==> src/rtl/mips_pkg.sv <==
// Shared encodings for the branch predictor: 2-bit saturating counter states.
package mips_pkg;

    typedef enum logic [1:0] {
        SNT = 2'b00,
        WNT = 2'b01,
        WT  = 2'b10,
        ST  = 2'b11
    } cnt2_t;

    localparam cnt2_t CNT_RESET = WNT;

endpackage

==> src/rtl/branch_predictor_if.sv <==
// Fetch/Decode-side signals of the branch predictor; master is the pipeline, slave the predictor.
interface branch_predictor_if;
    logic [31:0] PCF;
    logic        StallD;
    logic        FlushD;
    logic        PredTakenF;
    logic [31:0] PredTargetF;
    logic [31:0] PCD;
    logic        IsBranchD;
    logic        BranchD;
    logic [31:0] PCBranchD;
    logic        MistakeD;
    logic [31:0] BranchCnt;
    logic [31:0] MispredCnt;

    modport master (
        output PCF, StallD, FlushD, PCD, IsBranchD, BranchD, PCBranchD, MistakeD,
        input  PredTakenF, PredTargetF, BranchCnt, MispredCnt
    );

    modport slave (
        input  PCF, StallD, FlushD, PCD, IsBranchD, BranchD, PCBranchD, MistakeD,
        output PredTakenF, PredTargetF, BranchCnt, MispredCnt
    );
endinterface

==> src/rtl/branch_predictor_sat_counter2.sv <==
// Next-state function of a 2-bit saturating taken/not-taken counter.
module sat_counter2
    import mips_pkg::*;
(
    input  cnt2_t cnt_i,
    input  logic  taken_i,
    output cnt2_t cnt_o
);
    always_comb begin
        cnt_o = cnt_i;
        case (cnt_i)
            SNT:     cnt_o = taken_i ? WNT : SNT;
            WNT:     cnt_o = taken_i ? WT  : SNT;
            WT:      cnt_o = taken_i ? ST  : WNT;
            ST:      cnt_o = taken_i ? ST  : WT;
            default: cnt_o = CNT_RESET;
        endcase
    end
endmodule

==> src/rtl/branch_predictor.sv <==
// gshare BHT + direct-mapped BTB predictor; trains from the Decode-stage resolution report.
module branch_predictor
    import mips_pkg::*;
#(
    parameter int IDX_BITS = 6,
    parameter int GHR_BITS = 4
) (
    input  logic               clk,
    input  logic               reset,
    branch_predictor_if.slave  bp
);
    localparam int ENTRIES = 1 << IDX_BITS;
    localparam int TAG_W   = 30 - IDX_BITS;

    cnt2_t                bht_q     [ENTRIES];
    logic [ENTRIES-1:0]   btb_vld_q;
    logic [TAG_W-1:0]     btb_tag_q [ENTRIES];
    logic [31:0]          btb_tgt_q [ENTRIES];
    logic [GHR_BITS-1:0]  ghr_q, ghr_d;
    logic [IDX_BITS-1:0]  idx_d_q;
    logic                 valid_d_q;
    logic [31:0]          branch_cnt_q, branch_cnt_d;
    logic [31:0]          mispred_cnt_q, mispred_cnt_d;

    logic [IDX_BITS-1:0]  btb_idx_f, idx_f, btb_idx_d;
    logic                 hit_f, upd;
    cnt2_t                cnt_upd;
    logic                 unused_pc_lsbs;

    assign btb_idx_f = bp.PCF[IDX_BITS+1:2];
    assign idx_f     = btb_idx_f ^ IDX_BITS'(ghr_q);
    assign btb_idx_d = bp.PCD[IDX_BITS+1:2];
    assign unused_pc_lsbs = ^{bp.PCF[1:0], bp.PCD[1:0]};

    // Reads see pre-update array contents; no write-to-read bypass.
    assign hit_f          = btb_vld_q[btb_idx_f] && (btb_tag_q[btb_idx_f] == bp.PCF[31:IDX_BITS+2]);
    assign bp.PredTakenF  = bht_q[idx_f][1] & hit_f;
    assign bp.PredTargetF = hit_f ? btb_tgt_q[btb_idx_f] : bp.PCF + 32'd4;
    assign bp.BranchCnt   = branch_cnt_q;
    assign bp.MispredCnt  = mispred_cnt_q;

    assign upd = bp.IsBranchD & valid_d_q & ~bp.StallD;

    sat_counter2 u_cnt (
        .cnt_i   (bht_q[idx_d_q]),
        .taken_i (bp.BranchD),
        .cnt_o   (cnt_upd)
    );

    always_comb begin
        ghr_d         = ghr_q;
        branch_cnt_d  = branch_cnt_q;
        mispred_cnt_d = mispred_cnt_q;
        if (upd) begin
            ghr_d         = {ghr_q[GHR_BITS-2:0], bp.BranchD};
            branch_cnt_d  = branch_cnt_q + 32'd1;
            mispred_cnt_d = mispred_cnt_q + {31'd0, bp.MistakeD};
        end
    end

    // Training uses the index captured at fetch time, since GHR may move before resolve.
    always_ff @(posedge clk) begin
        if (reset) begin
            for (int i = 0; i < ENTRIES; i++) bht_q[i] <= CNT_RESET;
            btb_vld_q     <= '0;
            ghr_q         <= '0;
            idx_d_q       <= '0;
            valid_d_q     <= 1'b0;
            branch_cnt_q  <= '0;
            mispred_cnt_q <= '0;
        end else begin
            if (!bp.StallD) begin
                idx_d_q   <= idx_f;
                valid_d_q <= ~bp.FlushD;
            end
            if (upd) begin
                bht_q[idx_d_q] <= cnt_upd;
                if (bp.BranchD) btb_vld_q[btb_idx_d] <= 1'b1;
            end
            ghr_q         <= ghr_d;
            branch_cnt_q  <= branch_cnt_d;
            mispred_cnt_q <= mispred_cnt_d;
        end
    end

    always_ff @(posedge clk) begin
        if (!reset && upd && bp.BranchD) begin
            btb_tag_q[btb_idx_d] <= bp.PCD[31:IDX_BITS+2];
            btb_tgt_q[btb_idx_d] <= bp.PCBranchD;
        end
    end
endmodule

==> src/flat_wrapper.sv <==
// flat-port wrapper written by rule: the top's interface ports become plain ports
module branch_predictor_flat import mips_pkg::*;
#(
    parameter int IDX_BITS = 6,
    parameter int GHR_BITS = 4
)
  (clk, reset, bp_PCF, bp_StallD, bp_FlushD, bp_PCD, bp_IsBranchD, bp_BranchD, bp_PCBranchD, bp_MistakeD, bp_PredTakenF, bp_PredTargetF, bp_BranchCnt, bp_MispredCnt);
  branch_predictor_if bp_i ();
  input  logic clk;
  input  logic reset;
  input wire logic [$bits(bp_i.PCF)-1:0] bp_PCF;
  input wire logic [$bits(bp_i.StallD)-1:0] bp_StallD;
  input wire logic [$bits(bp_i.FlushD)-1:0] bp_FlushD;
  input wire logic [$bits(bp_i.PCD)-1:0] bp_PCD;
  input wire logic [$bits(bp_i.IsBranchD)-1:0] bp_IsBranchD;
  input wire logic [$bits(bp_i.BranchD)-1:0] bp_BranchD;
  input wire logic [$bits(bp_i.PCBranchD)-1:0] bp_PCBranchD;
  input wire logic [$bits(bp_i.MistakeD)-1:0] bp_MistakeD;
  output wire logic [$bits(bp_i.PredTakenF)-1:0] bp_PredTakenF;
  output wire logic [$bits(bp_i.PredTargetF)-1:0] bp_PredTargetF;
  output wire logic [$bits(bp_i.BranchCnt)-1:0] bp_BranchCnt;
  output wire logic [$bits(bp_i.MispredCnt)-1:0] bp_MispredCnt;
  assign bp_i.PCF = bp_PCF;
  assign bp_i.StallD = bp_StallD;
  assign bp_i.FlushD = bp_FlushD;
  assign bp_i.PCD = bp_PCD;
  assign bp_i.IsBranchD = bp_IsBranchD;
  assign bp_i.BranchD = bp_BranchD;
  assign bp_i.PCBranchD = bp_PCBranchD;
  assign bp_i.MistakeD = bp_MistakeD;
  assign bp_PredTakenF = bp_i.PredTakenF;
  assign bp_PredTargetF = bp_i.PredTargetF;
  assign bp_BranchCnt = bp_i.BranchCnt;
  assign bp_MispredCnt = bp_i.MispredCnt;
  branch_predictor #(.IDX_BITS(IDX_BITS), .GHR_BITS(GHR_BITS)) u_core (.clk(clk), .reset(reset), .bp(bp_i));
endmodule
==> config.mk <==
export PLATFORM = sky130hd
export DESIGN_NAME = branch_predictor_flat
export DESIGN_NICKNAME = d
export VERILOG_FILES = /design/src/rtl/mips_pkg.sv /design/src/rtl/branch_predictor_if.sv /design/src/rtl/branch_predictor_sat_counter2.sv /design/src/rtl/branch_predictor.sv /design/src/flat_wrapper.sv
export SDC_FILE = /design/constraint.sdc
export NUM_CORES = 2
export LEC_CHECK = 0
export BUFFER_PORTS_ARGS = -buffer_cell sky130_fd_sc_hd__buf_4
export CAP_MARGIN = 20
export CORE_MARGIN = 5
export CORE_UTILIZATION = 50
export CTS_CLUSTER_SIZE = 24
export DETAILED_ROUTE_END_ITERATION = 10
export PLACE_DENSITY = 0.76
export SETUP_SLACK_MARGIN = 0.3
export SLEW_MARGIN = 30
export SYNTH_ARGS = -nofsm -noshare
export SYNTH_HDL_FRONTEND = slang
export SYNTH_SLANG_ARGS = --single-unit
export TNS_END_PERCENT = 100
==> constraint.sdc <==
create_clock -name clk -period 9.9 [get_ports clk]
set_input_delay 0.99 -clock clk [delete_from_list [all_inputs] [get_ports clk]]
set_output_delay 0.99 -clock clk [all_outputs]
set_load 0.05 [all_outputs]
# == Word level (Yosys, flattened, before mapping) ==
# Memory sizes are Yosys's and may differ from the RTL's. A register that Yosys moved wholly into a read port is not among the register bits.
# Cells that the tools add are included.
# totals
output_inout_bits,97
mem_bits_ro,0
mem_count,3
reg_bits,139
latchBits,0
ram_bits,3712
input_bits,103
# op_classes
multipliers,0
n_shift,0
add_sub_neg,3
div_mod_pow,0
n_eq_ne,4
n_lt_le_gt_ge,3
mux,22
reduce_logical,8
bitwise_logic,7
# mem_list
memory,words,width,rd,rd_ports_with_merged_regs,write_ports,line,text
u_core.btb_tgt_q,64,32,1,0,1,branch_predictor.sv:18,logic [31:0] btb_tgt_q [ENTRIES];
u_core.btb_tag_q,64,24,1,0,1,branch_predictor.sv:17,logic [TAG_W-1:0] btb_tag_q [ENTRIES];
u_core.bht_q,64,2,2,1,64,branch_predictor.sv:15,cnt2_t bht_q [ENTRIES];
# op_table
operator,count
$or 64x64->64,1
$add 32x1->32,1
$add 32x1->32 const B,1
$add 32x3->32 const B,1
$mux 32,1
$eq 24x24->1,1
$mux 6,3
$lt 6x7->1 const B,2
$mux 1,12
$pmux 2 s4,1
$bmux 1 s6,1
$demux 1 s6,1
$ge 6x1->1 const B,1
$mux 2,3
$xor 6x4->6,1
$eq 2x2->1 const B,2
$logic_and 1x1->1,4
$and 1x1->1,3
$eq 2x1->1 const B,1
$logic_not 2->1,1
$not 1->1,2
$reduce_and 2->1,1
$reduce_or 2->1,1
$logic_not 1->1,1

# == Logic depth before layout (Yosys ltp) ==
# logic_depth
depth_word,7
depth_mapped,17

# == Modules after synthesis ==
# From an unflattened synthesis, not the netlist that was laid out.
# hier_totals
cells_unflattened,6781
area_unflattened_um2,150210.3
# modules_own_cells
mod,n_inst,cells_per_inst,area_each_um2,seq_area_each_um2
branch_predictor,1,6778,150184.0,114369.7
sat_counter2,1,3,26.3,0.0

# == Worst setup path after synthesis ==
# OpenSTA, ideal clock, no wires.
# synth_path
kind,input to output
startpoint,input bp_PCF[3]
endpoint,output bp_PredTargetF[2]
stages,14
t_arrival_ps,4644
t_required_ps,8910
slack_ps,4266
cell_sequence,buf_2 > buf_4 > buf_2 > buf_1 > buf_1 > mux4_2 > a221oi_1 > o22ai_1 > a21oi_1 > xnor2_1 > and4bb_2 > nand4_4 > buf_6 > mux2i_1
# synth_via
elab_chain_len,4
elab_cells_between_ends,7
cone_classes,eq/ne (1); mux (3); reduce/logical (1); memory (2)
# synth_lines
item,line,text
"start, declared",flat_wrapper.sv:11,input wire logic [$bits(bp_i.PCF)-1:0] bp_PCF;
$mem_v2 64x24 or $bmux 1 s6 (tied branches),n/a,
$eq 24x24->1 or $mux 1 (tied branches),branch_predictor.sv:36,assign hit_f = btb_vld_q[btb_idx_f] && (btb_tag_q[btb_idx_f] == bp.PCF[31:IDX_BITS+2]);
$logic_and 1x1->1,branch_predictor.sv:36,
$mux 32 (*),branch_predictor.sv:38,assign bp.PredTargetF = hit_f ? btb_tgt_q[btb_idx_f] : bp.PCF + 32'd4;
"end, declared",flat_wrapper.sv:20,output wire logic [$bits(bp_i.PredTargetF)-1:0] bp_PredTargetF;
# Mark *: on every way between the ends. The rest lies on a longest branch, timed or not. The select of a mux whose other input is x is not followed.

# == Worst setup path after layout ==
# layout_path
startpoint,input bp_PCF[5]
endpoint,output bp_PredTargetF[16]
# The elaborated chain is that of the path after synthesis.

==> key figures <==
Detailed routing
  – Via count: 79700
  – DR DRC count: 0
  – Vias per inst: 6.88
  – Drt wl/cell: 38.3 µm
  – WL final: 444 mm
  – Antenna-violating nets left: 0
  – Pre-Repair DR Iteration Count: 6
  – Initial drt markers: 13800

Worst hold path
  – Hold EP: u_core.valid_d_q
  – Worst Hold Launch: bp_FlushD
  – Hold depth: 4
  – Hold Crit Class: input port to flip-flop

Clock network
  – Root cell of the clock tree: clkbuf_16
  – # hold bufs at CTS: 0
  – CTS Buf Count: 376
  – CTS clk-pin slew, worst paths: approximately 0.060 ns
  – CTS H-tree lvls: 5
  – Post-cts sizing count: 0
  – Clk_lat worst skew: 0.95 ns
  – Sink Count: 3857
  – CTS tree: done
  – Total setup buffers inserted after CTS: 0
  – CTS Buffer Depth: 4

GRT
  – First-pass GRT wire length: ~620 mm
  – Overall Global Routing Usage: 27.9%
  – Number of global-route vias before repair: just under 80000
  – Overflow left after global routing: 0
  – Pin count of the biggest net entering global routing: 107
  – Initial antenna violation count: 28

Worst setup path
  – Crit-path max FO: 32
  – Cells on worst reg2reg path: 9
  – Worst R2R End: u_core.btb_tgt_q[54][9]
  – CP required: 8.91 ns
  – Kind of end point of the critical path: output pin
  – CP Cell Sequence: buf_4 > buf_4 > and2_2 > buf_4 > a22o_1 > nor4_1 > or4b_1 > a311oi_2 > buf_4 > a2111oi_2 > and4bb_1 > nand4_4 > buf_4 > mux2_4 > buf_4
  – Crit path largest cell delay: 0.66 ns
  – Worst path bufs/invs: 6
  – CP most frequent cell: buf_4
  – Worst R2R Start: u_core.valid_d_q
  – Slowest-stage cell, CP: a311oi_2
  – CP startpoint kind: input port
  – Top delay family on crit path: buffers and inverters
  – Setup CP Type: input port to output pin
  – Flop2flop setup slack: ~5.5 ns
  – Critical path data arrival time: approximately 6.6 ns

Finish
  – Area of the multi-input gates: about 35000 µm²
  – Area grow syn2layout: 13.3%
  – Design area: 171000 µm²
  – Nets: 7397
  – FF/Latch Area: 114000 µm²
  – Share of cells above drive strength 1: between 30% and 40%
  – Fillers: around 20000

Synthesis
  – Share of flip-flops with an asynchronous set or reset: 0%
  – Syn Inst Count: between 6000 and 7000
  – Synth Area per Inst: 21.9 µm²
  – Net Count, Synth: around 7000
  – Synth top cells by count: edfxtp_1, mux4_2, nor2_1
  – Synth area leader: edfxtp_1
  – Largest cells by area after synthesis: edfxtp_1, mux4_2, dfxtp_1
  – Synthesized area: approximately 150000 µm²
  – Distinct cells, synth: 85
  – Flip-flop and latch count after synthesis: 3857
  – Register area share after synthesis: between 70 and 80%
  – Ys Warns: 0
  – Most common cell in the netlist: edfxtp_1
  – Ys flop type: edfxtp_1
  – Synth top area share: between 70 and 80%
  – EDFF count, synth: about 3700

Floorplan
  – Die Y: between 500 and 600 µm
  – I/O pins: 200
  – Initial Util: between 50% and 60%
  – Core Footprint: 300000 µm²
  – Rows: 201
  – Die width: 559 µm
  – Die area: around 310000 µm²

Pwr
  – Power density over cell area: about 200 nW/µm²
  – Peak VDD IR: 0.151 mV
  – LEAKAGE: 53.3 nW

Timing
  – Fin. Hold Viols: 0
  – Worst slew margin: 24.9%
  – Slew Limit Fails: 0
  – Final Cycle Share: 76.5%
  – Clk_skew: 0.0493 ns
  – Setup Viol. Count Final: 0
  – Fmax: between 100 and 150 MHz
  – RSZ-0062 raised after global routing: false
  – Worst hold slack: between 0.3 and 0.4 ns
  – Final min period: 7.57 ns
  – Worst-Margin Slew: around 1.1 ns
  – TNS Setup: 0 ns

Run status
  – Status: completed

Place
  – DP HPWL: 230 mm
  – Dpl cell area: 158000 µm²
  – Input/output buffers: 197
  – Gpl congestion: roughly 0.85

Flow run
  – Max cap viols: 0
## metal layers
| metal | share of wire, % | vias up | global-route usage, % |
|---|---|---|---|
| met3 | 13 | 1405 | 7.71 |
| met4 | 6.8 | 16 | 16.4 |
| li1 | - | 29700 | - |
| met5 | 0.025 | - | 0 |
| met1 | 32 | 41500 | 35.2 |
| met2 | 48 | 7084 | 43.8 |
## state kept, by name (all words and copies together) (netlist names), named ones only
name / flops
u_core.idx_d_q: 6
u_core.bp.BranchCnt: 32
u_core.bp.MispredCnt: 32
u_core.ghr_q: 4
u_core.valid_d_q: 1
u_core.btb_tag_q: 1536
u_core.btb_vld_q: 64
u_core.bht_q: 128
u_core.btb_tgt_q: 2048
## logic make-up (layout without fill, tap and decap cells)
| family | count (synthesis) | after routing | share of synthesized area, % |
|---|---|---|---|
| flip-flops | 3857 | 3857 | 75.9 |
| multiplexers | 1285 | 1285 | 17.8 |
| AND/OR/NAND/NOR | 793 | 793 | 2.51 |
| buffers and inverters | 477 | 1213 | 1.46 |
| AO/OA/AOI/OAI | 351 | 351 | 1.67 |
| XOR/XNOR | 100 | 100 | 0.586 |
| adder cells (fa/ha/maj) | 6 | 6 | 0.0465 |
| other | 0 | 25 | 0 |
## worst reg2reg max path: stages, from the launching register on
cell,delay (ns)
dfxtp_1,0.34
nand2_1,0.07
nor2_2,0.55
nand2_1,0.17
nor2_1,0.28
nand3_1,0.13
buf_4,0.29
nor2_4,0.80
buf_4,0.66
buf_4,0.68
## where the power goes
part | switching, mW | total (mW) | internal [mW]
clock network | 6.26 | 14.5 | 8.22
registers | 0.0197 | 17.9 | 17.9
logic | 0.994 | 1.63 | 0.631
total | 7.28 | 34.0 | 26.7
## final cells by class
| cell class | instances | share of cell area (%) |
|---|---|---|
| antenna | 25 | 0.0366 |
| clock buffer | 461 | 5.80 |
| clock inverter | 232 | 1.49 |
| inverter | 80 | 0.182 |
| multi-input combinational | 2535 | 20.3 |
| sequential | 3857 | 67.0 |
| tap | 3958 | 2.90 |
| timing repair buffer | 440 | 2.27 |
## cells in the final DEF, fill, tap and decap left out, drive strengths merged, types with 77 or more instances in the layout
| master | count |
|---|---|
| nand2 | 192 |
| mux2i | 106 |
| clkinv | 159 |
| o22ai | 77 |
| edfxtp | 3712 |
| nand3 | 82 |
| nor2 | 258 |
| buf | 440 |
| mux4 | 1104 |
| dfxtp | 145 |
| clkbuf | 461 |
| inv | 95 |
## worst max-delay path by stage
| stage | startpoint | end | slack [ns] | cells past startpoint |
|---|---|---|---|---|
| global placement | bp_PCF[5] | bp_PredTargetF[16] | 2.28 | 15 |
| floorplan | bp_PCF[3] | bp_PredTargetF[2] | 4.27 | 14 |
| finish | bp_PCF[5] | bp_PredTargetF[16] | 2.33 | 15 |
| CTS | bp_PCF[5] | bp_PredTargetF[16] | 2.49 | 15 |
| global route | bp_PCF[2] | bp_PredTakenF | 2.36 | 14 |
| detailed placement | bp_PCF[5] | bp_PredTargetF[16] | 2.59 | 15 |
## metrics by stage
step / power (mW) / setup WS (ns) / utilization [%] / instances
6_report: 34.0 / 2.33 / 56.9 / 11600
5_1_grt: 34.9 / 2.36 / 56.9 / 11600
4_1_cts: 34.1 / 2.49 / 56.8 / 11600
3_5_place_dp: 19.8 / 2.59 / 52.7 / 10900
3_3_place_gp: 19.8 / 2.28 / 52.5 / 10900
2_1_floorplan: 19.2 / 4.27 / - / 6869
Power figures use the tool's default switching activity.
